### src/rtl/regbank_write_arbiter.sv
// Round-robin write arbiter for a bank of enable-gated registers.
// Several requesters share one write path. Each accepted write produces a one-hot register
// enable and the write data, both valid for exactly one cycle. One owner may keep the path
// for at most MAXBURST consecutive writes while another requester is waiting.
module regbank_write_arbiter #(
    parameter int unsigned NREQ     = 4,
    parameter int unsigned WIDTH    = 8,
    parameter int unsigned NREG     = 8,
    parameter int unsigned AW       = 3,
    parameter int unsigned MAXBURST = 4
) (
    input  logic                  i_clk,
    input  logic                  i_rst_n,
    input  logic                  i_hold,
    input  logic [NREQ-1:0]       i_req,
    input  logic [NREQ*AW-1:0]    i_wr_addr,
    input  logic [NREQ*WIDTH-1:0] i_wr_data,
    output logic [NREQ-1:0]       o_gnt,
    output logic [NREG-1:0]       o_reg_en,
    output logic [WIDTH-1:0]      o_reg_d,
    output logic                  o_addr_err,
    output logic                  o_busy
);

    localparam int unsigned PW = (NREQ > 1) ? $clog2(NREQ) : 1;
    localparam int unsigned BW = $clog2(MAXBURST + 1);
    localparam logic [BW-1:0]   BMAX     = BW'(MAXBURST);
    localparam logic [AW:0]     NREG_LIM = (AW + 1)'(NREG);
    localparam logic [NREQ-1:0] ONE_REQ  = NREQ'(1);

    typedef enum logic {StIdle, StOwn} state_t;

    state_t           r_state;
    logic [PW-1:0]    r_owner;
    logic [BW-1:0]    r_burst_cnt;
    logic [PW-1:0]    r_rr_ptr;
    logic [NREQ-1:0]  r_gnt;
    logic [NREG-1:0]  r_reg_en;
    logic [WIDTH-1:0] r_reg_d;
    logic             r_addr_err;
    logic             r_busy;

    state_t           w_state_d;
    logic [PW-1:0]    w_owner_d;
    logic [BW-1:0]    w_burst_d;
    logic [PW-1:0]    w_ptr_d;
    logic             w_accept;
    logic [PW-1:0]    w_sel;
    logic [NREQ-1:0]  w_others;
    logic [AW-1:0]    w_addr;
    logic [WIDTH-1:0] w_data;
    logic             w_addr_bad;
    logic [NREG-1:0]  w_en_dec;

    // Next index after p, wrapping NREQ-1 -> 0.
    function automatic logic [PW-1:0] ptr_inc(input logic [PW-1:0] p);
        return (p == PW'(NREQ - 1)) ? '0 : p + PW'(1);
    endfunction

    // First set bit of r scanning p, p+1, ... modulo NREQ.
    function automatic logic [PW-1:0] rr_pick(input logic [NREQ-1:0] r, input logic [PW-1:0] p);
        logic [PW-1:0] win;
        logic          found;
        win   = '0;
        found = 1'b0;
        for (int k = 0; k < int'(NREQ); k++) begin
            int idx;
            idx = (int'(p) + k) % int'(NREQ);
            if (!found && r[idx]) begin
                found = 1'b1;
                win   = PW'(idx);
            end
        end
        return win;
    endfunction

    // Arbitration: decide whether to accept this edge, who wins, and the next FSM state.
    always_comb begin
        w_state_d = r_state;
        w_owner_d = r_owner;
        w_burst_d = r_burst_cnt;
        w_ptr_d   = r_rr_ptr;
        w_accept  = 1'b0;
        w_sel     = r_owner;
        w_others  = i_req & ~(ONE_REQ << r_owner);
        if (!i_hold) begin
            unique case (r_state)
                StIdle: begin
                    if (|i_req) begin
                        w_accept  = 1'b1;
                        w_sel     = rr_pick(i_req, r_rr_ptr);
                        w_owner_d = w_sel;
                        w_burst_d = BW'(1);
                        w_state_d = StOwn;
                    end
                end
                StOwn: begin
                    if (i_req[r_owner] && ((r_burst_cnt < BMAX) || (w_others == '0))) begin
                        w_accept = 1'b1;
                        w_sel    = r_owner;
                        if (r_burst_cnt < BMAX) begin
                            w_burst_d = r_burst_cnt + BW'(1);
                        end
                    end else begin
                        // Owner released or burst exhausted: pass ownership on this edge.
                        w_ptr_d = ptr_inc(r_owner);
                        if (|w_others) begin
                            w_accept  = 1'b1;
                            w_sel     = rr_pick(w_others, ptr_inc(r_owner));
                            w_owner_d = w_sel;
                            w_burst_d = BW'(1);
                        end else begin
                            w_state_d = StIdle;
                        end
                    end
                end
                default: w_state_d = StIdle;
            endcase
        end
    end

    // Select the winner's address/data and decode the register enable.
    always_comb begin
        w_addr = '0;
        w_data = '0;
        for (int i = 0; i < int'(NREQ); i++) begin
            if (w_sel == PW'(i)) begin
                w_addr = i_wr_addr[i*AW +: AW];
                w_data = i_wr_data[i*WIDTH +: WIDTH];
            end
        end
        w_addr_bad = ({1'b0, w_addr} >= NREG_LIM);
        w_en_dec   = '0;
        for (int k = 0; k < int'(NREG); k++) begin
            w_en_dec[k] = (w_addr == AW'(k));
        end
    end

    // FSM state, ownership, burst count and round-robin pointer.
    always_ff @(posedge i_clk or negedge i_rst_n) begin
        if (!i_rst_n) begin
            r_state     <= StIdle;
            r_owner     <= '0;
            r_burst_cnt <= '0;
            r_rr_ptr    <= '0;
        end else begin
            r_state     <= w_state_d;
            r_owner     <= w_owner_d;
            r_burst_cnt <= w_burst_d;
            r_rr_ptr    <= w_ptr_d;
        end
    end

    // Registered outputs; reg_d keeps its last value when nothing is accepted.
    always_ff @(posedge i_clk or negedge i_rst_n) begin
        if (!i_rst_n) begin
            r_gnt      <= '0;
            r_reg_en   <= '0;
            r_reg_d    <= '0;
            r_addr_err <= 1'b0;
            r_busy     <= 1'b0;
        end else begin
            r_gnt      <= w_accept ? (ONE_REQ << w_sel) : '0;
            r_reg_en   <= (w_accept && !w_addr_bad) ? w_en_dec : '0;
            r_addr_err <= w_accept && w_addr_bad;
            r_busy     <= (w_state_d == StOwn);
            if (w_accept) begin
                r_reg_d <= w_data;
            end
        end
    end

    assign o_gnt      = r_gnt;
    assign o_reg_en   = r_reg_en;
    assign o_reg_d    = r_reg_d;
    assign o_addr_err = r_addr_err;
    assign o_busy     = r_busy;

endmodule

### config.mk
export PLATFORM = sky130hd
export DESIGN_NAME = regbank_write_arbiter
export DESIGN_NICKNAME = d
export VERILOG_FILES = /design/src/rtl/regbank_write_arbiter.sv
export SDC_FILE = /design/constraint.sdc
export NUM_CORES = 1
export LEC_CHECK = 0
export CAP_MARGIN = 20
export CORE_ASPECT_RATIO = 0.8
export CORE_MARGIN = 3
export CORE_UTILIZATION = 35
export DETAILED_ROUTE_END_ITERATION = 7
export PLACE_DENSITY = 0.69
export SETUP_SLACK_MARGIN = 0.5
export SLEW_MARGIN = 20
export SYNTH_ARGS = -nofsm -noshare
export SYNTH_HDL_FRONTEND = slang
export SYNTH_SLANG_ARGS = --single-unit
### constraint.sdc
create_clock -name i_clk -period 2.8 [get_ports i_clk]
set_clock_uncertainty 0.15 [all_clocks]
set_input_delay 0.42 -clock i_clk [delete_from_list [all_inputs] [get_ports i_clk]]
set_output_delay 0.42 -clock i_clk [all_outputs]
set_load 0.03 [all_outputs]
# ---- Yosys cells after proc, flatten, opt, wreduce, memory -nomap -nowiden
# Index checks and enable logic that the tools add are counted.
# Widths: inputs -> output; s select.
dict set report classes {
  bitwise_logic 11
  add_sub_neg 8
  n_eq_ne 14
  n_reduce_logical 27
  shift 2
  magnitude_cmp 10
  n_mux 85
}
# op n
set op_table {}
lappend op_table {{$mux 1} 46}
lappend op_table {{$mux 8} 5}
lappend op_table {{$mux 2} 13}
lappend op_table {{$lt 3x4->1 const B} 6}
lappend op_table {{$mux 3} 8}
lappend op_table {{$bmux 1 s2} 9}
lappend op_table {{$eq 3x3->1 const B} 4}
lappend op_table {{$reduce_or 2->1} 6}
lappend op_table {{$lt 2x3->1 const B} 3}
lappend op_table {{$add 2x2->2 const B} 4}
lappend op_table {{$reduce_or 4->1} 2}
lappend op_table {{$shl 1x2->4 const A} 2}
lappend op_table {{$logic_and 1x1->1} 7}
lappend op_table {{$add 2x1->2 const B} 3}
lappend op_table {{$and 1x1->1 const A} 6}
lappend op_table {{$eq 2x2->1 const B} 3}
lappend op_table {{$eq 3x2->1 const B} 2}
lappend op_table {{$logic_not 1->1} 6}
lappend op_table {{$pmux 3 s2} 1}
lappend op_table {{$and 4x4->4} 1}
lappend op_table {{$logic_not 4->1} 1}
lappend op_table {{$mux 4} 1}
lappend op_table {{$not 4->4} 1}
lappend op_table {{$pmux 2 s2} 1}
lappend op_table {{other kinds (14)} 16}
dict set report word_totals {
  output_inout_bits 22
  regBits 28
  word_cells 164
  in_bits 51
}

# ---- Depth between registers and ports, before layout
dict set report depth {
  word_depth 38
  mapped_depth 12
  ltp_nobuf 9
}

# ---- Worst setup path before layout
# OpenSTA, ideal clock, no wires.
dict set report synth_timing {
  kind {register -> register}
  start {register r_owner[0]}
  end {register r_reg_en[4] (netlist: o_reg_en[4])}
  t_arrival_ns 2.630
  path_stages_with_launch 12
  synth_period_minus_slack_ns 2.881
  setup_slack_ns -0.081
  n_path_buf 2
  setup_time_ns 0.101
  t_required_ns 2.549
  path_cell_list {dfrtp_1 > buf_2 > inv_1 > ha_1 > nand2b_1 > and4_4 > buf_6 > nor3b_1 > o221ai_1 > a21oi_2 > mux2_2 > nor4_1}
}
dict set report synth_via {
  elab_chain_cells 38
  word_cells_on_any_way 70
  cone_classes {add/sub (4); eq/ne (5); shift (1); mux (47); bitwise (2); reduce/logical (11)}
}
# element line_no
set synth_lines {}
lappend synth_lines {{start: declaration} 34} ;# logic [PW-1:0] r_owner;
lappend synth_lines {{start signal: assignment} 148} ;# r_owner <= w_owner_d;
lappend synth_lines {{branches (longest 37 deep; another with $add 2x1->2)} --}
lappend synth_lines {{$mux 8 *} 164} ;# r_reg_en <= (w_accept && !w_addr_bad) ? w_en_dec : '0;
lappend synth_lines {{end signal: assignment} 164}
lappend synth_lines {{end: declaration} 38} ;# logic [NREG-1:0] r_reg_en;
# Every way passes the cells marked *. The select of a mux whose other input is x is not followed.
# A chain may end at the register's enable or synchronous reset.

# ---- Worst setup path in the final report
dict set report layout_timing {
  start {register r_owner[1]}
  end {register r_reg_d[4] (netlist: o_reg_d[4])}
}
dict set report layout_via {
  elab_chain_cells 36
  word_cells_on_any_way 68
  cone_classes {add/sub (4); eq/ne (4); shift (1); mux (46); bitwise (2); reduce/logical (11)}
}
# element line_no
set layout_lines {}
lappend layout_lines {{branches (longest 36 deep; another with $add 2x1->2)} --}
lappend layout_lines {{end signal: assignment} 168} ;# r_reg_d <= w_data;
lappend layout_lines {{end: declaration} 39} ;# logic [WIDTH-1:0] r_reg_d;
# Several ways; the timed one is not identified. The select of a mux whose other input is x is not followed.

==> metrics.txt <==
initial antenna violation count=0; gr usage total=20.7%; most frequent cells in the layout=clkdlybuf4s50_1, buf_4, dfrtp_1, nand2_1, mux2i_1; Syn Std Cell Area=1840 um2; Synth area leaders=dfrtp_1, mux2i_1, nand2_1, o221ai_1, mux2_2; num ports=73; failing checks=negative setup slack; clk sinks=28; Cell Rows=22; register bit total from synthesis=28; Post-Route WL=6.90 mm; Critical Path End Type=flop; Seq pwr share=17.5%; Synth Instances=194; first-pass GRT wire length=10.0 mm; Leak=0.00150 uW; H-tree levels=1; Internal=2340 uW; status=complete, but fails checks; Synth cell types=40; HP Class=in2async; crit path DAT=2910 ps; clock-pin slew on the worst setup and hold paths=100 ps; maximum number of pins on one net before global-route repair=29; period utilization=104%; routed len/inst=19.0 um; Die Span Y=70.9 um; area leader, netlist=dfrtp_1; vias=1,992; drt initial violations=172; Clk Latency, worst-skew pair=290 ps; # diodes=0; clk buf depth=2; final setup violating endpoints=3; Core Area=4820 um2; Synth Net Count=250; commonest non-fill, non-tap cell in the layout=clkdlybuf4s50_1; worst setup path end=o_reg_d[4]$_DFFE_PN0P_; port buffer count=71; fmax=344 MHz; Worst R2R End=o_reg_d[4]$_DFFE_PN0P_; GPL Wtd Cong=0.878; R2R Setup Slk=-110 ps; number of flops mapped to enable cells by yosys=0; RSZ-0062 raised after global routing=yes; startpoint types=flop; sum of negative setup slack=-142 ps; CTS Buf Count=3; ys flop type=dfrtp_1; Data required, critical path=2800 ps; sequential cell area fraction in the yosys report=38.0%; CTS tree=yes; GRT overflow=0; Crit Path Max Fanout=10; CP Launch Point=r_owner[1]$_DFF_PN0_; Gate power share=74.4%; FFs w/ async S/R, synth=100%; crit path time final=2910 ps; power per standard cell area=1150 nW/um2; antenna viol nets, final=0; Worst Reg-to-Reg Cells=11; area delta synth->final=95.1%; mean area per synthesized cell=9.51 um2; Non-Filler Instances=364; Nets=361; Layout Utilization=74.7%; # hold bufs at CTS=0; Worst Slack Setup Final=-108 ps; die area=6180 um2; synthesis warning total=0; post-route design area=3600 um2; Final Hold Vio Count=0; hpwl dp=4.22 mm; placed cells=342; DRC viols=0; via density per instance=5.47; Root Driver=clkbuf_8; filler instances=290; vias in the first global route=1,972; Net Sw Frac=43.3%; maxcap violations=0; P_sw=1790 uW; Slew Limit Fails=0; initial core utilization=38.3%; placed instance area=2900 um2; Setup CP Type=reg2reg; clock network fraction of design power=8.0%; area share of the largest cell type after synthesis=38.0%; VDD IR max=0.707 mV; share of layout cells above drive strength 1=39.1%; reg-to-reg startpoint=r_owner[1]$_DFF_PN0_; Die X=87.2 um; DR pass1 iterations=4
-- repair_timing --
| action | 4_1_cts | 5_1_grt |
|---|---|---|
| endpoints found under the setup margin | 24 | 26 |
| gates cloned | 2 | 2 |
| endpoints found under the hold margin | 0 | 0 |
| pin swaps | 10 | 15 |
| resized for setup | 58 | 33 |
| setup buffers | 9 | 5 |
-- logic make-up (layout without fill, tap and decap cells) --
logic type | after synthesis | in the layout | synth area share (%)
AO/OA/AOI/OAI | 41 | 41 | 16.1
buffers and inverters | 20 | 129 | 5.63
other | 1 | 1 | 0.203
multiplexers | 32 | 32 | 17.8
AND/OR/NAND/NOR | 67 | 68 | 18.9
adder cells (fa/ha/maj) | 5 | 5 | 3.39
flip-flops | 28 | 28 | 38.0
-- registers in the layout, indices dropped and copies added, names as in the netlist --
signal and flops:
o_gnt 4, r_burst_cnt 3, o_reg_en 8, o_busy 1, o_reg_d 8, r_rr_ptr 2
r_owner 2
-- area by class of cell --
cell class	instances	area (um2)	share of cell area, %
inverters	8	35.0	0.974
clock buffers	3	41.3	1.15
well taps	60	75.1	2.09
multi-input cells	147	1530	42.5
flip-flops and latches	28	704	19.6
clock inverters	1	30.0	0.834
repair buffers	117	1180	32.9
-- worst max-delay path, stage by stage, from the launching register on --
cell	delay, ps
dfrtp_2	530
inv_4	80
ha_4	160
nand2b_4	140
and4_4	180
o31a_1	320
a211oi_4	250
buf_12	190
buf_4	140
clkbuf_16	160
mux2i_1	280
o221ai_1	180
-- through the flow --
step | hold slack, ps | total power, uW | setup slack, ps
CTS | 349 | 3610 | -11.1
global placement | 318 | 2740 | -439
global route | 373 | 4330 | -122
floorplan | -25.6 | 2010 | 245
finish | 340 | 4130 | -108
detailed placement | 326 | 2750 | -378
-- per-layer routing --
metal  GRT usage (%)  vias to the layer above  part of all wire (%)
met5               0                        -                     0
met4            4.60                        0                   1.8
met3            4.19                       12                   6.0
met2            34.0                       84                    50
met1            28.2                      963                    42
li1                -                      933                     -
-- worst min path at each step --
stage | to | slack, ps | cells after the start | startpoint
6_report | o_gnt[2]$_DFF_PN0_ | 340 | 2 | i_rst_n
5_1_grt | o_gnt[2]$_DFF_PN0_ | 370 | 2 | i_rst_n
4_1_cts | o_reg_d[0]$_DFFE_PN0P_ | 350 | 2 | o_reg_d[0]$_DFFE_PN0P_
3_5_place_dp | o_reg_d[7]$_DFFE_PN0P_ | 330 | 2 | o_reg_d[7]$_DFFE_PN0P_
3_3_place_gp | o_reg_d[0]$_DFFE_PN0P_ | 320 | 2 | o_reg_d[0]$_DFFE_PN0P_
2_1_floorplan | o_busy$_DFFE_PN0N_ | -30 | 0 | i_rst_n
-- cell usage after synthesis, types with 2 or more instances --
library cell and n:
buf_4 2, a31oi_1 2, buf_2 5, a21oi_1 9
o21ai_0 8, or4b_1 2, nor3b_1 3, nor2b_1 4
nand2_1 21, buf_6 2, dfrtp_1 28, nand2b_1 8
o221ai_1 9, nor4_1 8, mux2_2 6, clkbuf_1 2
nor2_1 13, inv_1 8, nor3_1 3, ha_1 5
a31o_2 2, mux2i_1 26
-- power by group through the flow --
stage,registers (uW),logic (uW),clock network (uW)
after floorplan,885,1120,0
after global placement,703,2040,0
after detailed placement,696,2050,0
after CTS,707,2560,336
after global routing,739,3240,352
final,725,3080,332
Power figures use the tool's default switching activity.
